### src/rtl/spi_ram_param_if.sv
// spi_ram_param_if: bus between the SPI slave deserialiser and the RAM slave.
// The master side drives command words; the slave side returns read data and status strobes.
interface spi_ram_param_if #(
    parameter int DATA_WIDTH = 8
);
    logic [DATA_WIDTH+1:0] din;
    logic                  rx_valid;
    logic [DATA_WIDTH-1:0] dout;
    logic                  tx_valid;
    logic                  err;

    modport master (
        output din,
        output rx_valid,
        input  dout,
        input  tx_valid,
        input  err
    );

    modport slave (
        input  din,
        input  rx_valid,
        output dout,
        output tx_valid,
        output err
    );
endinterface

### src/rtl/spi_ram_param.sv
// spi_ram_param: parametrised single-port RAM slave driven by 2-bit commands.
// Each command word carries a command in its top two bits and a payload below.
// Independent read and write pointers each carry a valid flag.
// Rejected commands raise a one-cycle err strobe.
// Optional feature: define SPI_RAM_AUTOINC_EN to make each successful data command
// advance its pointer, wrapping MEM_DEPTH-1 -> 0.
module spi_ram_param #(
    parameter int DATA_WIDTH = 8,
    parameter int MEM_DEPTH  = 256
) (
    input logic            clk,
    input logic            rst_n,
    spi_ram_param_if.slave bus
);
    localparam int ADDR_SIZE = $clog2(MEM_DEPTH);
    // Wide enough to hold both the payload and MEM_DEPTH without truncation.
    localparam int CMP_W     = (DATA_WIDTH > 32) ? DATA_WIDTH + 1 : 33;

    typedef enum logic [1:0] {
        CMD_WR_ADDR = 2'b00,
        CMD_WR_DATA = 2'b01,
        CMD_RD_ADDR = 2'b10,
        CMD_RD_DATA = 2'b11
    } cmd_e;

    logic [DATA_WIDTH-1:0] mem [MEM_DEPTH];

    logic [ADDR_SIZE-1:0]  wr_ptr_q, wr_ptr_d;
    logic [ADDR_SIZE-1:0]  rd_ptr_q, rd_ptr_d;
    logic                  wr_vld_q, wr_vld_d;
    logic                  rd_vld_q, rd_vld_d;
    logic [DATA_WIDTH-1:0] dout_q, dout_d;
    logic                  tx_valid_q, tx_valid_d;
    logic                  err_q, err_d;

    cmd_e                  cmd;
    logic [DATA_WIDTH-1:0] payload;
    logic                  addr_ok;
    logic                  mem_we;

`ifdef SPI_RAM_AUTOINC_EN
    localparam logic [ADDR_SIZE-1:0] LAST_ADDR = ADDR_SIZE'(MEM_DEPTH - 1);

    // The explicit wrap keeps non-power-of-two depths from walking off the array.
    function automatic logic [ADDR_SIZE-1:0] ptr_inc(input logic [ADDR_SIZE-1:0] p);
        return (p == LAST_ADDR) ? '0 : p + ADDR_SIZE'(1);
    endfunction
`endif

    assign cmd     = cmd_e'(bus.din[DATA_WIDTH+1:DATA_WIDTH]);
    assign payload = bus.din[DATA_WIDTH-1:0];
    assign addr_ok = CMP_W'(payload) < CMP_W'(MEM_DEPTH);

    // Decode the accepted command into next pointer, flag, read-data and strobe values.
    always_comb begin
        wr_ptr_d   = wr_ptr_q;
        rd_ptr_d   = rd_ptr_q;
        wr_vld_d   = wr_vld_q;
        rd_vld_d   = rd_vld_q;
        dout_d     = dout_q;
        tx_valid_d = 1'b0;
        err_d      = 1'b0;
        mem_we     = 1'b0;
        if (bus.rx_valid) begin
            unique case (cmd)
                CMD_WR_ADDR: begin
                    if (addr_ok) begin
                        wr_ptr_d = payload[ADDR_SIZE-1:0];
                        wr_vld_d = 1'b1;
                    end else begin
                        err_d = 1'b1;
                    end
                end
                CMD_WR_DATA: begin
                    if (wr_vld_q) begin
                        mem_we = 1'b1;
`ifdef SPI_RAM_AUTOINC_EN
                        wr_ptr_d = ptr_inc(wr_ptr_q);
`endif
                    end else begin
                        err_d = 1'b1;
                    end
                end
                CMD_RD_ADDR: begin
                    if (addr_ok) begin
                        rd_ptr_d = payload[ADDR_SIZE-1:0];
                        rd_vld_d = 1'b1;
                    end else begin
                        err_d = 1'b1;
                    end
                end
                CMD_RD_DATA: begin
                    if (rd_vld_q) begin
                        dout_d     = mem[rd_ptr_q];
                        tx_valid_d = 1'b1;
`ifdef SPI_RAM_AUTOINC_EN
                        rd_ptr_d = ptr_inc(rd_ptr_q);
`endif
                    end else begin
                        err_d = 1'b1;
                    end
                end
                default: ;
            endcase
        end
    end

    // Control state and registered outputs; memory contents are deliberately not reset.
    always_ff @(posedge clk or negedge rst_n) begin
        if (!rst_n) begin
            wr_ptr_q   <= '0;
            rd_ptr_q   <= '0;
            wr_vld_q   <= 1'b0;
            rd_vld_q   <= 1'b0;
            dout_q     <= '0;
            tx_valid_q <= 1'b0;
            err_q      <= 1'b0;
        end else begin
            wr_ptr_q   <= wr_ptr_d;
            rd_ptr_q   <= rd_ptr_d;
            wr_vld_q   <= wr_vld_d;
            rd_vld_q   <= rd_vld_d;
            dout_q     <= dout_d;
            tx_valid_q <= tx_valid_d;
            err_q      <= err_d;
        end
    end

    // Memory write port; a write here is visible to a read on the very next edge.
    always_ff @(posedge clk) begin
        if (mem_we) begin
            mem[wr_ptr_q] <= payload;
        end
    end

    assign bus.dout     = dout_q;
    assign bus.tx_valid = tx_valid_q;
    assign bus.err      = err_q;
endmodule

### src/flat_wrapper.sv
// flat-port wrapper written by rule: the top's interface ports become plain ports
module spi_ram_param_flat 
#(
    parameter int DATA_WIDTH = 8,
    parameter int MEM_DEPTH  = 256
)
  (clk, rst_n, bus_din, bus_rx_valid, bus_dout, bus_tx_valid, bus_err);
  spi_ram_param_if #(.DATA_WIDTH(DATA_WIDTH)) bus_i ();
  input logic clk;
  input logic rst_n;
  input wire logic [$bits(bus_i.din)-1:0] bus_din;
  input wire logic [$bits(bus_i.rx_valid)-1:0] bus_rx_valid;
  output wire logic [$bits(bus_i.dout)-1:0] bus_dout;
  output wire logic [$bits(bus_i.tx_valid)-1:0] bus_tx_valid;
  output wire logic [$bits(bus_i.err)-1:0] bus_err;
  assign bus_i.din = bus_din;
  assign bus_i.rx_valid = bus_rx_valid;
  assign bus_dout = bus_i.dout;
  assign bus_tx_valid = bus_i.tx_valid;
  assign bus_err = bus_i.err;
  spi_ram_param #(.DATA_WIDTH(DATA_WIDTH), .MEM_DEPTH(MEM_DEPTH)) u_core (.clk(clk), .rst_n(rst_n), .bus(bus_i));
endmodule
### config.mk
export PLATFORM = sky130hd
export DESIGN_NAME = spi_ram_param_flat
export DESIGN_NICKNAME = d
export VERILOG_FILES = /design/src/rtl/spi_ram_param_if.sv /design/src/rtl/spi_ram_param.sv /design/src/flat_wrapper.sv
export SDC_FILE = /design/constraint.sdc
export NUM_CORES = 2
export LEC_CHECK = 0
export ABC_CLOCK_PERIOD_IN_PS = 2900
export BUFFER_PORTS_ARGS = -buffer_cell sky130_fd_sc_hd__buf_4
export CAP_MARGIN = 25
export CORE_MARGIN = 2
export CORE_UTILIZATION = 50
export CTS_CLUSTER_DIAMETER = 50
export DETAILED_ROUTE_END_ITERATION = 16
export GPL_TIMING_DRIVEN = 0
export HOLD_SLACK_MARGIN = 0.15
export PLACE_DENSITY = 0.67
export RECOVER_POWER = 100
export SLEW_MARGIN = 0
export SYNTH_ARGS = -nofsm -noshare
export SYNTH_HDL_FRONTEND = slang
export SYNTH_SLANG_ARGS = --single-unit
### constraint.sdc
create_clock -name clk -period 2.9 [get_ports clk]
set_input_delay 0.58 -clock clk [delete_from_list [all_inputs] [get_ports clk]]
set_output_delay 0.58 -clock clk [all_outputs]
set_load 0.02 [all_outputs]
==> results.cfg <==
[floorplan]
die_w_um = 407
rows = 147
ios = 23
coreArea_mm2 = 0.161
die_h_um = 407
start_util = 0.505
die_area_mm2 = 0.165

[clocking]
cts_buffers = 205
insertion_delay_ns = 0.89
clk_pin_slew_ns = 0.06
cts_tree = done
clockBufferDepth = 3
h-tree-depth = 4
root_buffer = clkbuf_16
clock_sinks = 2076

[synthesis]
yosys_warnings = 0
async_flop_share = 0.0135
ys_types = 65
synth_commonest_cells = edfxtp_1 (2,048), mux4_2 (337), mux2i_1 (332), nor2_1 (311), nand2_1 (149)
syn_nets = 4080
ys_top_cells_by_area = edfxtp_1 (76%), mux4_2 (9.4%), mux2i_1 (4.1%)
synth-edff-count = 2048
yosysMostFrequentCell = edfxtp_1
netlist_area_mm2 = 0.0811
synthCells = 4067
ys.flop_type = edfxtp_1
seq_area_frac_synth = 0.767
yosys.area.top_type_share = 0.758
yosysTopAreaCell = edfxtp_1
synth-seq-cells = 2076
postSynthAreaPerCell_um2 = 19.9

[route]
firstDrtPassIters = 8
drt_iter0_drc = 9167
drc = 0
avgRoutedWirePerCell_um = 44.7
route.vias.total = 48100
ant_nets = 0
routed_wl_um = 307000
routed_via_density = 7.00

[power_and_ir_drop]
total_leakage_power_nw = 31.0
powerDensity_mw_per_mm2 = 777
peakVddDrop_mv = 0.557

[timing]
period_share = 1.11
finalSetupViolations = 1075
layout_setup_ws_ns = -0.333
hold_viol = 0
max-slew-margin-rel = -1.06
min_period_ns = 3.23
slew_viol_final = 954
fmax_ghz = 0.309
rsz0062_at_grt = yes
fin_skew_ns = 0.0640
worst_slew_pin_slew_ns = 3.09

[critical_path]
rrSetupSlack_ns = -0.33
end_kind = flip-flop
path_max_fanout = 10
criticalPathCategory = reg -> reg
start_kind = flip-flop
worstPathArrival_ns = 3.97
cp_data_required_time_ns = 3.64

[flow_run]
max-cap-violations = 9

[placed_design]
dpl.hpwl_um = 198000
dp_cells = 6306
pre_cts_ws_ns = -1.80
portBuffers = 22
gp_congestion = 1.07

[global_routing]
first_global_vias = 44400
grt_pass1_wl_um = 399000
grt_max_degree = 163
antenna_found_initial = 17
grt-ovfl-total = 0
grt_usage = 0.370

[worst_hold_path]
hold_path.class = in -> reg

[status]
violations = capacitance limit, slew limit, setup timing
outcome = complete, but fails checks

[final_layout]
layout-drive-gt1-share = 0.334
nFillCells = 11300
synthToLayoutAreaGrowth_pct = 20.2
multi_input_area_mm2 = 0.0199
fin_cells = 6873
area.sequential_mm2 = 0.0622
final_nets = 4551
[layout make-up]
cell class | instances | area share
Clock inverter | 122 | 0.0109
Sequential cell | 2076 | 0.638
Antenna cell | 9 | 0.000231
Tap cell | 2160 | 0.0277
Clock buffer | 251 | 0.0544
Multi-Input combinational cell | 1746 | 0.204
Buffer | 237 | 0.0329
Timing Repair Buffer | 268 | 0.0316
Inverter | 4 | 0.000180
[power by group]
part | internal, mW | leakage (nW) | switching [mW]
Combinational | 5.90 | 9.14 | 10.8
Clock | 14.0 | 3.09 | 11.7
Sequential | 33.1 | 18.7 | 0.276
Total | 53.0 | 31.0 | 22.8
[cell families (layout without fill, tap and decap cells)]
| family | count (synthesis) | in the layout | synth area share |
|---|---|---|---|
| flip-flops | 2076 | 2076 | 0.767 |
| multiplexers | 710 | 710 | 0.144 |
| AND/OR/NAND/NOR | 612 | 612 | 0.0323 |
| AO/OA/AOI/OAI | 424 | 424 | 0.0363 |
| buffers and inverters | 245 | 882 | 0.0205 |
| other | 0 | 9 | 0 |
[sequential cells by signal, summed over array words and instances, names as in the netlist]
signal,count
u_core.bus.tx_valid,1
u_core.rd_vld_q,1
u_core.rd_ptr_q,8
u_core.mem,2048
u_core.wr_ptr_q,8
u_core.bus.dout,8
u_core.bus.err,1
u_core.wr_vld_q,1
[per-layer routing]
| layer | track usage | share of wire |
|---|---|---|
| met3 | 0.168 | 0.17 |
| met1 | 0.476 | 0.33 |
| met5 | 0.00149 | 0.00056 |
| met2 | 0.504 | 0.41 |
| met4 | 0.246 | 0.084 |
[placed cells by master (no fill, tap or decap), types with 28 or more instances in the layout]
master and n:
edfxtp_1 2048, nor2_1 95, buf_8 46, clkinv_2 31, clkbuf_1 92, mux4_2 339
a211oi_1 29, buf_6 43, nor2_4 76, nand2_1 129, buf_12 67, clkinv_1 50
mux2i_1 307, buf_16 63, nor2_2 140, o22ai_2 33, buf_4 147, clkbuf_2 30
clkbuf_16 210, o22ai_1 106, a22oi_1 28, a21oi_1 29
[final timing paths]
kind,start,to,cells after the start
min reg2reg,u_core.wr_vld_q$_DFFE_PN0P_,u_core.wr_vld_q$_DFFE_PN0P_,1
min in group asynchronous,rst_n,u_core.bus.err$_DFF_PN0_,2
max,u_core.rd_ptr_q[2]$_DFFE_PN0P_,u_core.bus.dout[2]$_DFFE_PN0P_,10
min,bus_din[9],u_core.wr_ptr_q[1]$_DFFE_PN0P_,3
max in group asynchronous,rst_n,u_core.rd_ptr_q[4]$_DFFE_PN0P_,2
max reg2reg,u_core.rd_ptr_q[2]$_DFFE_PN0P_,u_core.bus.dout[2]$_DFFE_PN0P_,10
[what timing repair did]
| item | 4_1_cts | 5_1_grt |
|---|---|---|
| buffers inserted | 106 | 68 |
| hold buffers | 1 | 0 |
| gates resized for setup | 786 | 305 |
| pin swaps | 49 | 54 |
| endpoints found under the hold margin | 28 | 0 |
| gates cloned | 9 | 4 |
| endpoints found under the setup margin | 1282 | 1343 |
[worst max-delay path, stage by stage (launching register included)]
cell and delay [ns]:
dfrtp_1 0.46, buf_6 0.21, buf_4 0.37, nor2_2 0.17, clkbuf_2 0.29, buf_16 0.24
a211oi_4 0.51, nand3_4 0.28, nand3_2 0.27, o31a_1 0.20, o41ai_2 0.08
[through the flow]
stage	TNS [ns]	area, um^2	hold slack (ns)	power, mW	util
floorplan	0	81100	0.284	39.7	-
global placement	-1765.24	84000	0.457	46.1	0.522
detailed placement	-1062.78	85000	0.467	46.4	0.529
CTS	-30.69	95900	0.171	73.8	0.596
global route	-122.13	97500	0.236	76.4	0.607
finish	-92.03	97500	0.236	75.8	0.607
No activity file was read; power rests on OpenSTA's default activity.
